[config.mk]
export PLATFORM = sky130hd
export DESIGN_NAME = write_bus_arbiter
export DESIGN_NICKNAME = d
export VERILOG_FILES = /design/src/rtl/write_bus_pkg.sv /design/src/rtl/rr_arbiter.sv /design/src/rtl/write_bus_arbiter.sv
export SDC_FILE = /design/constraint.sdc
export NUM_CORES = 1
export LEC_CHECK = 0
export ABC_AREA = 1
export ABC_CLOCK_PERIOD_IN_PS = 2450
export CAP_MARGIN = 30
export CORE_MARGIN = 4
export CORE_UTILIZATION = 40
export DETAILED_ROUTE_END_ITERATION = 8
export PLACE_DENSITY = 0.94
export SYNTH_ARGS = -nofsm -noshare
export SYNTH_HDL_FRONTEND = slang
export SYNTH_SLANG_ARGS = --single-unit
[constraint.sdc]
create_clock -name clk -period 2.45 [get_ports clk]
set_input_delay 0.245 -clock clk [delete_from_list [all_inputs] [get_ports clk]]
set_output_delay 0.245 -clock clk [all_outputs]
set_load 0.02 [all_outputs]
[src/rtl/write_bus_pkg.sv]
// Shared definitions for the write-bus arbiter family: response codes, FSM state, id width.
package write_bus_pkg;

    localparam logic [1:0] RESP_OKAY   = 2'b00;
    localparam logic [1:0] RESP_EXOKAY = 2'b01;
    localparam logic [1:0] RESP_SLVERR = 2'b10;
    localparam logic [1:0] RESP_DECERR = 2'b11;

    localparam int unsigned ID_WIDTH = 4;

    typedef enum logic {
        IDLE,
        BUSY
    } wba_state_t;

endpackage

[src/rtl/rr_arbiter.sv]
// Combinational round-robin selector: first set request at or above rr_ptr, wrapping to 0.
module rr_arbiter #(
    parameter int unsigned NUM_REQ = 4,
    parameter int unsigned IDX_W   = $clog2(NUM_REQ)
) (
    input  logic [NUM_REQ-1:0] req,
    input  logic [IDX_W-1:0]   rr_ptr,
    output logic [IDX_W-1:0]   gnt_idx,
    output logic               gnt_any
);

    always_comb begin
        gnt_idx = '0;
        gnt_any = 1'b0;
        for (int i = 0; i < int'(NUM_REQ); i++) begin
            int j;
            j = int'(rr_ptr) + i;
            if (j >= int'(NUM_REQ)) begin
                j = j - int'(NUM_REQ);
            end
            if (!gnt_any && req[j]) begin
                gnt_any = 1'b1;
                gnt_idx = IDX_W'(j);
            end
        end
    end

endmodule

[src/rtl/write_bus_arbiter.sv]
// Round-robin arbiter sharing one write_if slave between NUM_REQ requesters,
// with a local SLVERR completion when the slave stays silent for TIMEOUT cycles.
module write_bus_arbiter
    import write_bus_pkg::*;
#(
    parameter int unsigned NUM_REQ    = 4,
    parameter int unsigned ADDR_WIDTH = 8,
    parameter int unsigned DATA_WIDTH = 32,
    parameter int unsigned TIMEOUT    = 64
) (
    input  logic                             clk,
    input  logic                             rst,
    input  logic [NUM_REQ-1:0]               req_valid,
    input  logic [NUM_REQ*ADDR_WIDTH-1:0]    req_addr,
    input  logic [NUM_REQ*DATA_WIDTH-1:0]    req_data,
    input  logic [NUM_REQ*ID_WIDTH-1:0]      req_id,
    output logic [NUM_REQ-1:0]               req_ready,
    output logic [1:0]                       req_resp,
    output logic                             m_valid,
    input  logic                             m_ready,
    output logic [ADDR_WIDTH-1:0]            m_addr,
    output logic [DATA_WIDTH-1:0]            m_data,
    output logic [ID_WIDTH-1:0]              m_id,
    input  logic [1:0]                       m_resp,
    output logic [$clog2(NUM_REQ)-1:0]       grant_idx,
    output logic                             busy
);

    localparam int unsigned IDX_W   = $clog2(NUM_REQ);
    localparam int unsigned TIMER_W = $clog2(TIMEOUT);
    localparam logic [TIMER_W-1:0] TIMER_LAST = TIMER_W'(TIMEOUT - 1);
    localparam logic [IDX_W-1:0]   IDX_LAST   = IDX_W'(NUM_REQ - 1);

    wba_state_t              r_state;
    logic [IDX_W-1:0]        r_rr_ptr;
    logic [IDX_W-1:0]        r_grant_idx;
    logic [TIMER_W-1:0]      r_timer;
    logic [ADDR_WIDTH-1:0]   r_m_addr;
    logic [DATA_WIDTH-1:0]   r_m_data;
    logic [ID_WIDTH-1:0]     r_m_id;

    logic [IDX_W-1:0]        w_gnt_idx;
    logic                    w_gnt_any;
    logic                    w_timeout;
    logic                    w_done;

    rr_arbiter #(
        .NUM_REQ (NUM_REQ),
        .IDX_W   (IDX_W)
    ) u_rr_arbiter (
        .req     (req_valid),
        .rr_ptr  (r_rr_ptr),
        .gnt_idx (w_gnt_idx),
        .gnt_any (w_gnt_any)
    );

    assign w_timeout = (r_timer == TIMER_LAST);
    assign w_done    = (r_state == BUSY) && (m_ready || w_timeout);

    always_ff @(posedge clk) begin
        if (rst) begin
            r_state     <= IDLE;
            r_rr_ptr    <= '0;
            r_grant_idx <= '0;
            r_timer     <= '0;
            r_m_addr    <= '0;
            r_m_data    <= '0;
            r_m_id      <= '0;
        end else begin
            case (r_state)
                IDLE: begin
                    if (w_gnt_any) begin
                        r_m_addr    <= req_addr[w_gnt_idx*ADDR_WIDTH +: ADDR_WIDTH];
                        r_m_data    <= req_data[w_gnt_idx*DATA_WIDTH +: DATA_WIDTH];
                        r_m_id      <= req_id[w_gnt_idx*ID_WIDTH +: ID_WIDTH];
                        r_grant_idx <= w_gnt_idx;
                        r_timer     <= '0;
                        r_state     <= BUSY;
                    end
                end
                BUSY: begin
                    if (w_done) begin
                        r_rr_ptr <= (r_grant_idx == IDX_LAST) ? '0 : r_grant_idx + 1'b1;
                        r_state  <= IDLE;
                    end else begin
                        r_timer <= r_timer + 1'b1;
                    end
                end
                default: r_state <= IDLE;
            endcase
        end
    end

    // Completion is combinational from m_ready so the requester sees it in the slave's cycle.
    always_comb begin
        req_ready = '0;
        req_resp  = RESP_OKAY;
        if (w_done) begin
            req_ready[r_grant_idx] = 1'b1;
            req_resp = m_ready ? m_resp : RESP_SLVERR;
        end
    end

    assign m_valid   = (r_state == BUSY);
    assign busy      = (r_state == BUSY);
    assign m_addr    = r_m_addr;
    assign m_data    = r_m_data;
    assign m_id      = r_m_id;
    assign grant_idx = r_grant_idx;

endmodule

==> impl_metrics.json <==
{
  "antenna_found_initial": 0,
  "first_pass_iters": 4,
  "pwr-share-clk": 0.116,
  "slowest_stage": "dfxtp_1",
  "wl_um": 15600,
  "cts_sinks": 55,
  "cts_tree": "done",
  "netlist_area_um2": 4441,
  "synth.avg_cell_area_um2": 5.586,
  "status": "complete, no violations",
  "fin_tns_setup_ns": 0,
  "grtUsageTotal": 0.2316,
  "fillCellCount": 955,
  "clk_latency_ns": 0.30,
  "cp.required_ns": 2.20,
  "io_pins": 239,
  "path_delay_family": "buffers and inverters",
  "max_stage_delay_ns": 0.38,
  "internal_power_uw": 2431,
  "worstMarginPinSlew_ns": 0.4131,
  "ys_types": 28,
  "seq_area_um2": 1102,
  "min_path_type": "reg2reg",
  "die_w_um": 113.4,
  "die_h_um": 113.4,
  "wl_per_cell_um": 13.62,
  "path_class": "reg2out",
  "endpoint_kind": "output pin",
  "cp-start-kind": "register",
  "io_buffers": 238,
  "gp_congestion": 0.9016,
  "row_count": 38,
  "worstHoldStart": "r_timer[1]",
  "initial_core_util": 0.4096,
  "power.switching_uw": 1912,
  "cts_inserted_buffers": 5,
  "slew_viol_final": 0,
  "critPathArrivalTime_ns": 1.95,
  "yosysTopAreaCell": "dfxtp_1",
  "design.core.area_um2": 10840,
  "skew_ns": 0.004158,
  "r2r_slack_ns": 0.36,
  "fin_nets": 1194,
  "synth_nets": 985,
  "placed_area_um2": 6900,
  "cts-root-buf": "clkbuf_8",
  "synth_top_area_share": 0.2480,
  "ir_worst_vdd_v": 0.0003491,
  "gr-total-overflow": 0,
  "path_cells": "ha_1 -> nand3_1 -> nor2_1 -> a21oi_1 -> nor2_1 -> clkinv_2 -> a21oi_1 -> dlygate4sd2_1",
  "cts_buffer_depth": 2,
  "clk_pin_slew_ns": 0.10,
  "ys_ff_latch": 55,
  "cts_max_level": 2,
  "grt_pass1_vias": 5324,
  "fin_crit_ns": 2.195,
  "grt_first_pass_wirelength_um": 24700,
  "vias": 5621,
  "pwr-share-comb": 0.609,
  "post-route-period-util": 0.8960,
  "yosysSeqAreaShare": 0.2480,
  "dp_hpwl_um": 12010,
  "power_frac_seq": 0.275,
  "drive_above_1_share": 0.04677,
  "startpoint": "r_timer[0]",
  "route.detailed.drc": 0,
  "yosys-top-cells-area": "dfxtp_1 25%, nand2_1 23%, inv_1 11%",
  "slew_headroom": 0.7242,
  "p_per_area_nw_per_um2": 622.2,
  "grt_setup_unrepaired": "no",
  "multi_input_comb_area_um2": 2544,
  "grt_max_degree": 65,
  "fin_area_um2": 6980,
  "hold_violations": 0,
  "die_area_um2": 12850,
  "drtIter0Drc": 473,
  "post_cts_buffers": 0,
  "fmax_mhz": 455.6,
  "path_buf_inv": 2,
  "rr_startpoint": "r_rr_ptr[0]",
  "p_leak_uw": 0.003583,
  "setup_viol": 0,
  "swShare": 0.4402,
  "syn2layout_area_growth_pct": 57.20,
  "synth_warnings": 0,
  "syn_inst": 795,
  "drv_cap": 0,
  "antenna_cells": 0,
  "crit_fanout": 10,
  "viasPerCell": 4.909,
  "antenna_left": 0
}
## worst min-delay path, cell delays in order, from the launching register on
cell     delay, ns
dfxtp_1       0.34
nand2_1       0.06
a21oi_1       0.05
## state kept, by name, indices dropped and copies added (netlist names)
register and count:
r_rr_ptr 2, r_timer 6, m_addr 8, m_id 4, grant_idx 2, m_data 32
busy 1
## per-layer routing
| metal | up-vias | GRT usage | share of wire |
|---|---|---|---|
| met5 | - | 0 | 0 |
| met4 | 0 | 0.08093 | 0.029 |
| met3 | 32 | 0.06417 | 0.092 |
| met2 | 243 | 0.3993 | 0.47 |
| met1 | 2463 | 0.2760 | 0.41 |
| li1 | 2883 | - | - |
## layout make-up
cell class | count | share of cell area
clock buffers | 6 | 0.01040
inverters | 132 | 0.07188
repair buffers | 256 | 0.3685
multi-input cells | 554 | 0.3644
flip-flops and latches | 55 | 0.1579
clock inverters | 2 | 0.001792
well taps | 140 | 0.02509
## synthesized netlist by cell type (all sizes together)
cell type  instances
clkinv             1
dfxtp             55
a211oi             2
o21ai             39
ha                 5
xor2               1
inv              131
nand3b             2
xnor2              1
nand3             68
nand4             64
a21oi             11
nor2              87
clkbuf             7
buf               47
nand2            274
## path summary, 6_finish.rpt
check                     end  depth (start not counted)
setup reg to reg    m_data[7]                         15
setup / recovery  req_resp[1]                          8
hold reg to reg    r_timer[1]                          2
hold / removal     r_timer[1]                          2
## power by group through the flow
stage | Clock (µW) | Combinational [µW] | Sequential (µW)
after floorplan | 0 | 1400 | 1430
after global placement | 0 | 2610 | 1210
after detailed placement | 0 | 2650 | 1220
after CTS | 531 | 2660 | 1200
after global routing | 560 | 2930 | 1220
final | 502 | 2650 | 1200
## cell families after synthesis
group                    count (synthesis)  share of synthesized area
AND/OR/NAND/NOR                        495                     0.4906
buffers and inverters                  186                     0.1826
flip-flops                              55                     0.2480
AO/OA/AOI/OAI                           52                    0.06086
adder cells (fa/ha/maj)                  5                    0.01409
XOR/XNOR                                 2                   0.003945
## cell usage in the layout, fill, tap and decap left out
cell type	synthesis	routed
nand2_1	268	267
clkdlybuf4s50_1	0	232
inv_1	125	125
nor2_1	85	85
nand3_1	65	64
nand4_1	64	64
dfxtp_1	55	54
o21ai_1	27	27
buf_4	8	13
o21ai_0	12	12
a21oi_1	11	11
dlygate4sd2_1	0	6
ha_1	5	5
clkbuf_8	0	5
buf_12	0	5
inv_2	4	4
nand2_2	3	4
nand2_4	3	3
clkinv_2	0	2
inv_4	2	2
nor2_4	2	2
nand3_2	2	2
nand3_4	1	2
nand3b_1	2	2
a211oi_2	1	1
xnor2_1	1	1
xor2_1	1	1
a211oi_1	1	1
clkinvlp_4	0	1
clkbuf_1	7	1
dfxtp_2	0	1
## through the flow
| stage | power [µW] | utilization | cells | hold slack (ns) | setup slack [ns] |
|---|---|---|---|---|---|
| floorplan | 2835 | - | 795 | 0.4532 | 0.6889 |
| global placement | 3819 | 0.6365 | 1137 | 0.4656 | 0.2166 |
| detailed placement | 3870 | 0.6365 | 1137 | 0.4760 | 0.1800 |
| CTS | 4390 | 0.6438 | 1145 | 0.4932 | 0.2139 |
| global route | 4713 | 0.6439 | 1145 | 0.4992 | 0.03634 |
| finish | 4343 | 0.6439 | 1145 | 0.4914 | 0.2549 |
## what timing repair did
item,CTS,global route
hold buffers,0,0
gates resized for setup,7,1
endpoints found under the setup margin,6,6
(Power assumes the default switching activity.)
